File: src/rtl/seq_pkg.sv
// Shared constants for the serial feeder and the downstream sequence detector.
package seq_pkg;

    // Feeder state encoding.
    localparam logic FEED_IDLE  = 1'b0;
    localparam logic FEED_SHIFT = 1'b1;

    typedef enum logic {
        FeedIdle  = FEED_IDLE,
        FeedShift = FEED_SHIFT
    } feed_state_e;

    // Bit pattern the detector looks for in the serial stream.
    localparam logic [4:0] DET_PATTERN = 5'b10010;

endpackage

File: src/rtl/serial_bit_feeder.sv
// Parallel-to-serial feeder: takes WIDTH-bit words over valid/ready and drives
// one bit per clock on j, reloading on the last bit so words stream gap-free.
module serial_bit_feeder
    import seq_pkg::*;
#(
    parameter int unsigned WIDTH     = 8,
    parameter bit          MSB_FIRST = 1'b1,
    parameter logic        IDLE_BIT  = 1'b0
) (
    input  logic             clk,
    input  logic             rst,
    input  logic [WIDTH-1:0] din,
    input  logic             din_valid,
    output logic             din_ready,
    output logic             j,
    output logic             j_valid,
    output logic             last,
    output logic             busy
);

    localparam int unsigned CW = $clog2(WIDTH);
    localparam logic [CW-1:0] LAST_CNT = CW'(WIDTH - 1);
    localparam logic [CW-1:0] PEN_CNT  = CW'(WIDTH - 2);

    feed_state_e      state_q, state_d;
    logic [CW-1:0]    cnt_q, cnt_d;
    logic [WIDTH-1:0] sr_q, sr_d;
    logic             j_q, j_d;
    logic             j_valid_q, j_valid_d;
    logic             last_q, last_d;
    logic             accept;

    // The bit nearest the output end of a word, and the word advanced one bit.
    function automatic logic head_bit(input logic [WIDTH-1:0] w);
        return MSB_FIRST ? w[WIDTH-1] : w[0];
    endfunction

    function automatic logic [WIDTH-1:0] advance(input logic [WIDTH-1:0] w);
        return MSB_FIRST ? (w << 1) : (w >> 1);
    endfunction

    // Ready while idle or while the final bit of the current word is on j.
    always_comb begin
        din_ready = (state_q == FeedIdle) || (cnt_q == LAST_CNT);
        accept    = din_valid && din_ready;
    end

    // Next-state logic for the FSM, counter, shift register and j outputs.
    always_comb begin
        state_d   = state_q;
        cnt_d     = cnt_q;
        sr_d      = sr_q;
        j_d       = j_q;
        j_valid_d = j_valid_q;
        last_d    = last_q;

        if (accept) begin
            // First bit goes straight to j; the rest wait in the shift register.
            state_d   = FeedShift;
            cnt_d     = '0;
            sr_d      = advance(din);
            j_d       = head_bit(din);
            j_valid_d = 1'b1;
            last_d    = 1'b0;
        end else if (state_q == FeedShift) begin
            if (cnt_q != LAST_CNT) begin
                cnt_d  = cnt_q + 1'b1;
                j_d    = head_bit(sr_q);
                sr_d   = advance(sr_q);
                last_d = (cnt_q == PEN_CNT);
            end else begin
                state_d   = FeedIdle;
                cnt_d     = '0;
                j_d       = IDLE_BIT;
                j_valid_d = 1'b0;
                last_d    = 1'b0;
            end
        end else begin
            j_d       = IDLE_BIT;
            j_valid_d = 1'b0;
            last_d    = 1'b0;
        end
    end

    // State and output registers with asynchronous clear.
    always_ff @(posedge clk or posedge rst) begin
        if (rst) begin
            state_q   <= FeedIdle;
            cnt_q     <= '0;
            sr_q      <= '0;
            j_q       <= IDLE_BIT;
            j_valid_q <= 1'b0;
            last_q    <= 1'b0;
        end else begin
            state_q   <= state_d;
            cnt_q     <= cnt_d;
            sr_q      <= sr_d;
            j_q       <= j_d;
            j_valid_q <= j_valid_d;
            last_q    <= last_d;
        end
    end

    assign j       = j_q;
    assign j_valid = j_valid_q;
    assign last    = last_q;
    assign busy    = (state_q == FeedShift);

endmodule

File: config.mk
export PLATFORM = sky130hd
export DESIGN_NAME = serial_bit_feeder
export DESIGN_NICKNAME = d
export VERILOG_FILES = /design/src/rtl/seq_pkg.sv /design/src/rtl/serial_bit_feeder.sv
export SDC_FILE = /design/constraint.sdc
export NUM_CORES = 1
export LEC_CHECK = 0
export ABC_CLOCK_PERIOD_IN_PS = 2100
export CAP_MARGIN = 0
export CORE_UTILIZATION = 45
export DETAILED_ROUTE_END_ITERATION = 8
export GPL_TIMING_DRIVEN = 0
export PLACE_DENSITY = 0.73
export SYNTH_ARGS = -nofsm -noshare
export SYNTH_HDL_FRONTEND = slang
export SYNTH_SLANG_ARGS = --single-unit
File: constraint.sdc
create_clock -name clk -period 2.1 [get_ports clk]
set_input_delay 0.63 -clock clk [delete_from_list [all_inputs] [get_ports clk]]
set_output_delay 0.63 -clock clk [all_outputs]
set_load 0.03 [all_outputs]
==> tab_implementation.tex <==
\begin{tabular}{lr}
\hline
Metric & Value \\
\hline
\multicolumn{2}{l}{\textbf{Outcome}} \\
Status & finished, violations left \\
Violated checks & negative setup slack \\
\multicolumn{2}{l}{\textbf{Worst setup path}} \\
Largest incremental delay on the critical path & 0.43 ns \\
Family with the most delay on the worst path & flip-flops \\
Largest fanout of any net on the critical path & 3 \\
Element type at the critical path start & flop \\
Sum of buffers and inverters on the critical path & 2 \\
Critical path data arrival time & approximately 1.5 ns \\
Sort of element at the end of the critical path & primary output \\
Cell type with the highest occurrence count on the critical path & sky130\_fd\_sc\_hd\_\_ha\_4 \\
Crit-path cells & ha\_4, ha\_4, and2b\_4, inv\_8, buf\_6 \\
Library cell contributing the largest single delay on the critical path & sky130\_fd\_sc\_hd\_\_dfrtp\_1 \\
Class of the most critical setup path & reg2out \\
Endpoint required time on the critical path & between 1 and 1.5 ns \\
\multicolumn{2}{l}{\textbf{Placed design}} \\
Setup slack after placement & -0.296 ns \\
Input/output buffers & 15 \\
HPWL after DPL & 821 um \\
GPL Wtd Cong & 0.649 \\
\multicolumn{2}{l}{\textbf{CTS}} \\
Root buffer cell & sky130\_fd\_sc\_hd\_\_clkbuf\_4 \\
CTS tree & done \\
Clock Latency Late Sink & just under 0.3 ns \\
Num Clock Sinks & 14 \\
CTS HTree Levels & 1 \\
Clock Tree Buf Depth & 2 \\
Worst-path clk slew & roughly 0.090 ns \\
Number of buffers added by the clock tree synthesis step & 3 \\
\multicolumn{2}{l}{\textbf{Logic synthesis}} \\
Part of the Yosys area used for sequential elements & 51.0\% \\
Flip-flop and latch count after synthesis & 14 \\
Biggest area consumer among synthesized cells & sky130\_fd\_sc\_hd\_\_dfrtp\_1 \\
Post-Synthesis Net Count & between 60 and 70 \\
Synth warnings & 0 \\
Mapped Area & 687 um2 \\
Gate count of the mapped netlist & 48 \\
Top cell type's share of synthesized area & 51.0\% \\
Synthesized area divided by synthesized cell count & 14.3 um2 \\
Distinct cells, synth & 16 \\
Largest cells by area after synthesis & sky130\_fd\_sc\_hd\_\_dfrtp\_1 (51\%), sky130\_fd\_sc\_hd\_\_mux2\_4 (17\%), sky130\_fd\_sc\_hd\_\_mux2\_2 (9.8\%) \\
\multicolumn{2}{l}{\textbf{Power and ir drop}} \\
Sw power & 448 uW \\
Clock power share & 14.7\% \\
Switching power share of the total & between 30\% and 40\% \\
Sequential group share of total power & 34.3\% \\
Worst-case vdd ir drop & about 790 uV \\
PD cells & 1370 nW/um2 \\
Tot Pwr & 1.33 mW \\
Power Internal & 884 uW \\
Power share of the combinational group & 51.0\% \\
Leak & around 0.46 nW \\
\multicolumn{2}{l}{\textbf{Global route}} \\
Vias in the first global route & 425 \\
Pin count of the biggest net entering global routing & 15 \\
Total GRT Usage & 18.6\% \\
Antenna violations before repair & 0 \\
Total congestion overflow after global routing & 0 \\
Global-route wire length before repair & 1910 um \\
\multicolumn{2}{l}{\textbf{Floorplan}} \\
Row Count & 13 \\
Top-Level Pins & 16 \\
Die outline area & 1690 um2 \\
Die extent in y & 41.1 um \\
Area of the core region & 1370 um2 \\
Die extent in x & roughly 40 um \\
Starting utilization of the core area & 50.3\% \\
\multicolumn{2}{l}{\textbf{Worst hold path}} \\
Path category of the worst min-delay check & reg2reg \\
\multicolumn{2}{l}{\textbf{Timing}} \\
Worst-Margin Slew & approximately 0.5 ns \\
Clock period minus worst slack & between 2 and 2.5 ns \\
Worst hold slack & slightly above 0.5 ns \\
Relative slew slack & 65.9\% \\
Final hold violations & 0 \\
Final setup violation count & 1 \\
Period utilization & 101\% \\
Timing-limited maximum frequency & between 400 and 500 MHz \\
Max Slew Vio Count & 0 \\
RSZ-0062 raised after global routing & true \\
Worst setup slack after layout & -0.0179 ns \\
Setup clock skew after layout & around 0.0060 ns \\
\multicolumn{2}{l}{\textbf{Flow run}} \\
Count of maximum capacitance violations & 0 \\
\multicolumn{2}{l}{\textbf{Layout}} \\
Multi-input combinational cell area & about 330 um2 \\
Growth of design area from synthesis to finish & 41.3\% \\
Number of nets in the layout & just under 90 \\
Utilization after layout & roughly 71\% \\
Share of post-route cells with drive strength above 1 & 42.5\% \\
Count of inserted antenna diode cells & 0 \\
Count of fill cells added during filler insertion & between 90 and 100 \\
Combined flip-flop and latch cell area & between 300 and 400 um2 \\
\multicolumn{2}{l}{\textbf{Drt}} \\
Sum of routed wire length over all layers & 1270 um \\
Detailed-route DRC error count & 0 \\
Vias & 457 \\
Post-detailed-route count of antenna-violating nets & 0 \\
Average detailed-routed wire length per instance & roughly 14 um \\
DR pass1 iterations & 4 \\
Detailed Route Iter0 Violations & 4 \\
Via-to-Cell Ratio & 5.19 \\
\hline
\end{tabular}
through the flow:
stage / cell area [um2] / setup TNS, ns / instances
3_5_place_dp: 856 / -0.296 / 78
6_report: 971 / -0.0179 / 88
5_1_grt: 971 / -0.0539 / 88
3_3_place_gp: 856 / -0.279 / 78
4_1_cts: 943 / -0.00387 / 86
2_1_floorplan: 687 / 0 / 48
what timing repair did:
| action | in CTS | in global routing |
|---|---|---|
| setup buffers | 4 | 2 |
| hold buffers | 0 | 0 |
| endpoints found under the setup margin | 1 | 2 |
| gates cloned | 0 | 0 |
| resized for setup | 12 | 2 |
| pin swaps | 1 | 0 |
cell families (layout without fill, tap and decap cells):
group	after synthesis	after routing	share of synthesized area, %
adder cells (fa/ha/maj)	3	3	5.47
flip-flops	14	14	51.0
AO/OA/AOI/OAI	3	3	3.64
AND/OR/NAND/NOR	8	8	6.92
multiplexers	15	15	28.8
buffers and inverters	5	30	4.19
path summary, 6_finish.rpt:
path                                       from                  end  slack (ns)  cells past startpoint
max                        cnt_q[1]$_DFFE_PP0P_            din_ready       -0.02                      5
min                         sr_q[4]$_DFFE_PP0P_  sr_q[5]$_DFFE_PP0P_        0.51                      1
max reg2reg                cnt_q[1]$_DFFE_PP0P_  sr_q[3]$_DFFE_PP0P_        0.44                      6
min reg2reg                 sr_q[4]$_DFFE_PP0P_  sr_q[5]$_DFFE_PP0P_        0.51                      1
max in group asynchronous                   rst  sr_q[6]$_DFFE_PP0P_        1.09                      2
min in group asynchronous                   rst          j$_DFF_PP0_        0.66                      2
cells in the mapped netlist:
master and number:
sky130_fd_sc_hd__o21ai_0 1, sky130_fd_sc_hd__inv_1 3, sky130_fd_sc_hd__mux2_4 8, sky130_fd_sc_hd__nand2b_2 1, sky130_fd_sc_hd__mux2_2 6, sky130_fd_sc_hd__nand2_1 2
sky130_fd_sc_hd__nor2_1 2, sky130_fd_sc_hd__dfrtp_1 14, sky130_fd_sc_hd__mux2i_1 1, sky130_fd_sc_hd__ha_1 3, sky130_fd_sc_hd__and3_1 1, sky130_fd_sc_hd__buf_6 1
sky130_fd_sc_hd__and2b_4 1, sky130_fd_sc_hd__a32o_1 2, sky130_fd_sc_hd__nand3b_1 1, sky130_fd_sc_hd__inv_4 1
power by group through the flow:
stage	combinational, mW	clock [mW]	sequential, mW
floorplan	0.348	0	0.490
global placement	0.531	0	0.444
detailed placement	0.547	0	0.449
CTS	0.645	0.197	0.444
global route	0.738	0.210	0.472
finish	0.680	0.196	0.456
layer usage:
metal | up-vias | track usage [%] | part of all wire, %
met5 | - | 0 | 0
met4 | 0 | 10.0 | 1.8
met3 | 3 | 3.26 | 3.6
met2 | 16 | 29.3 | 49
met1 | 221 | 23.9 | 46
li1 | 217 | - | -
layout by cell type (no fill, tap or decap), drive strengths merged:
master and instances:
dfrtp 14, mux2 14, clkdlybuf4s50 13, buf 8, inv 4, clkbuf 4, ha 3, nor2 2
nand2 2, a32o 2, and2b 1, and3 1, nand3b 1, o21ai 1, nand2b 1, mux2i 1
dlymetal6s2s 1
area by class of cell:
| cell class | count | share of cell area [%] |
|---|---|---|
| plain buffers | 1 | 1.16 |
| repair buffers | 21 | 20.5 |
| inverters | 4 | 2.32 |
| flip-flops and latches | 14 | 36.1 |
| multi-input cells | 29 | 34.3 |
| clock buffers | 4 | 3.74 |
| well taps | 15 | 1.93 |
flip-flops by register name, summed over array words and instances (netlist names):
register and flops:
busy 1, j_valid 1, cnt_q 3, last 1, sr_q 7, j 1
No activity file was read; power rests on OpenSTA's default activity.
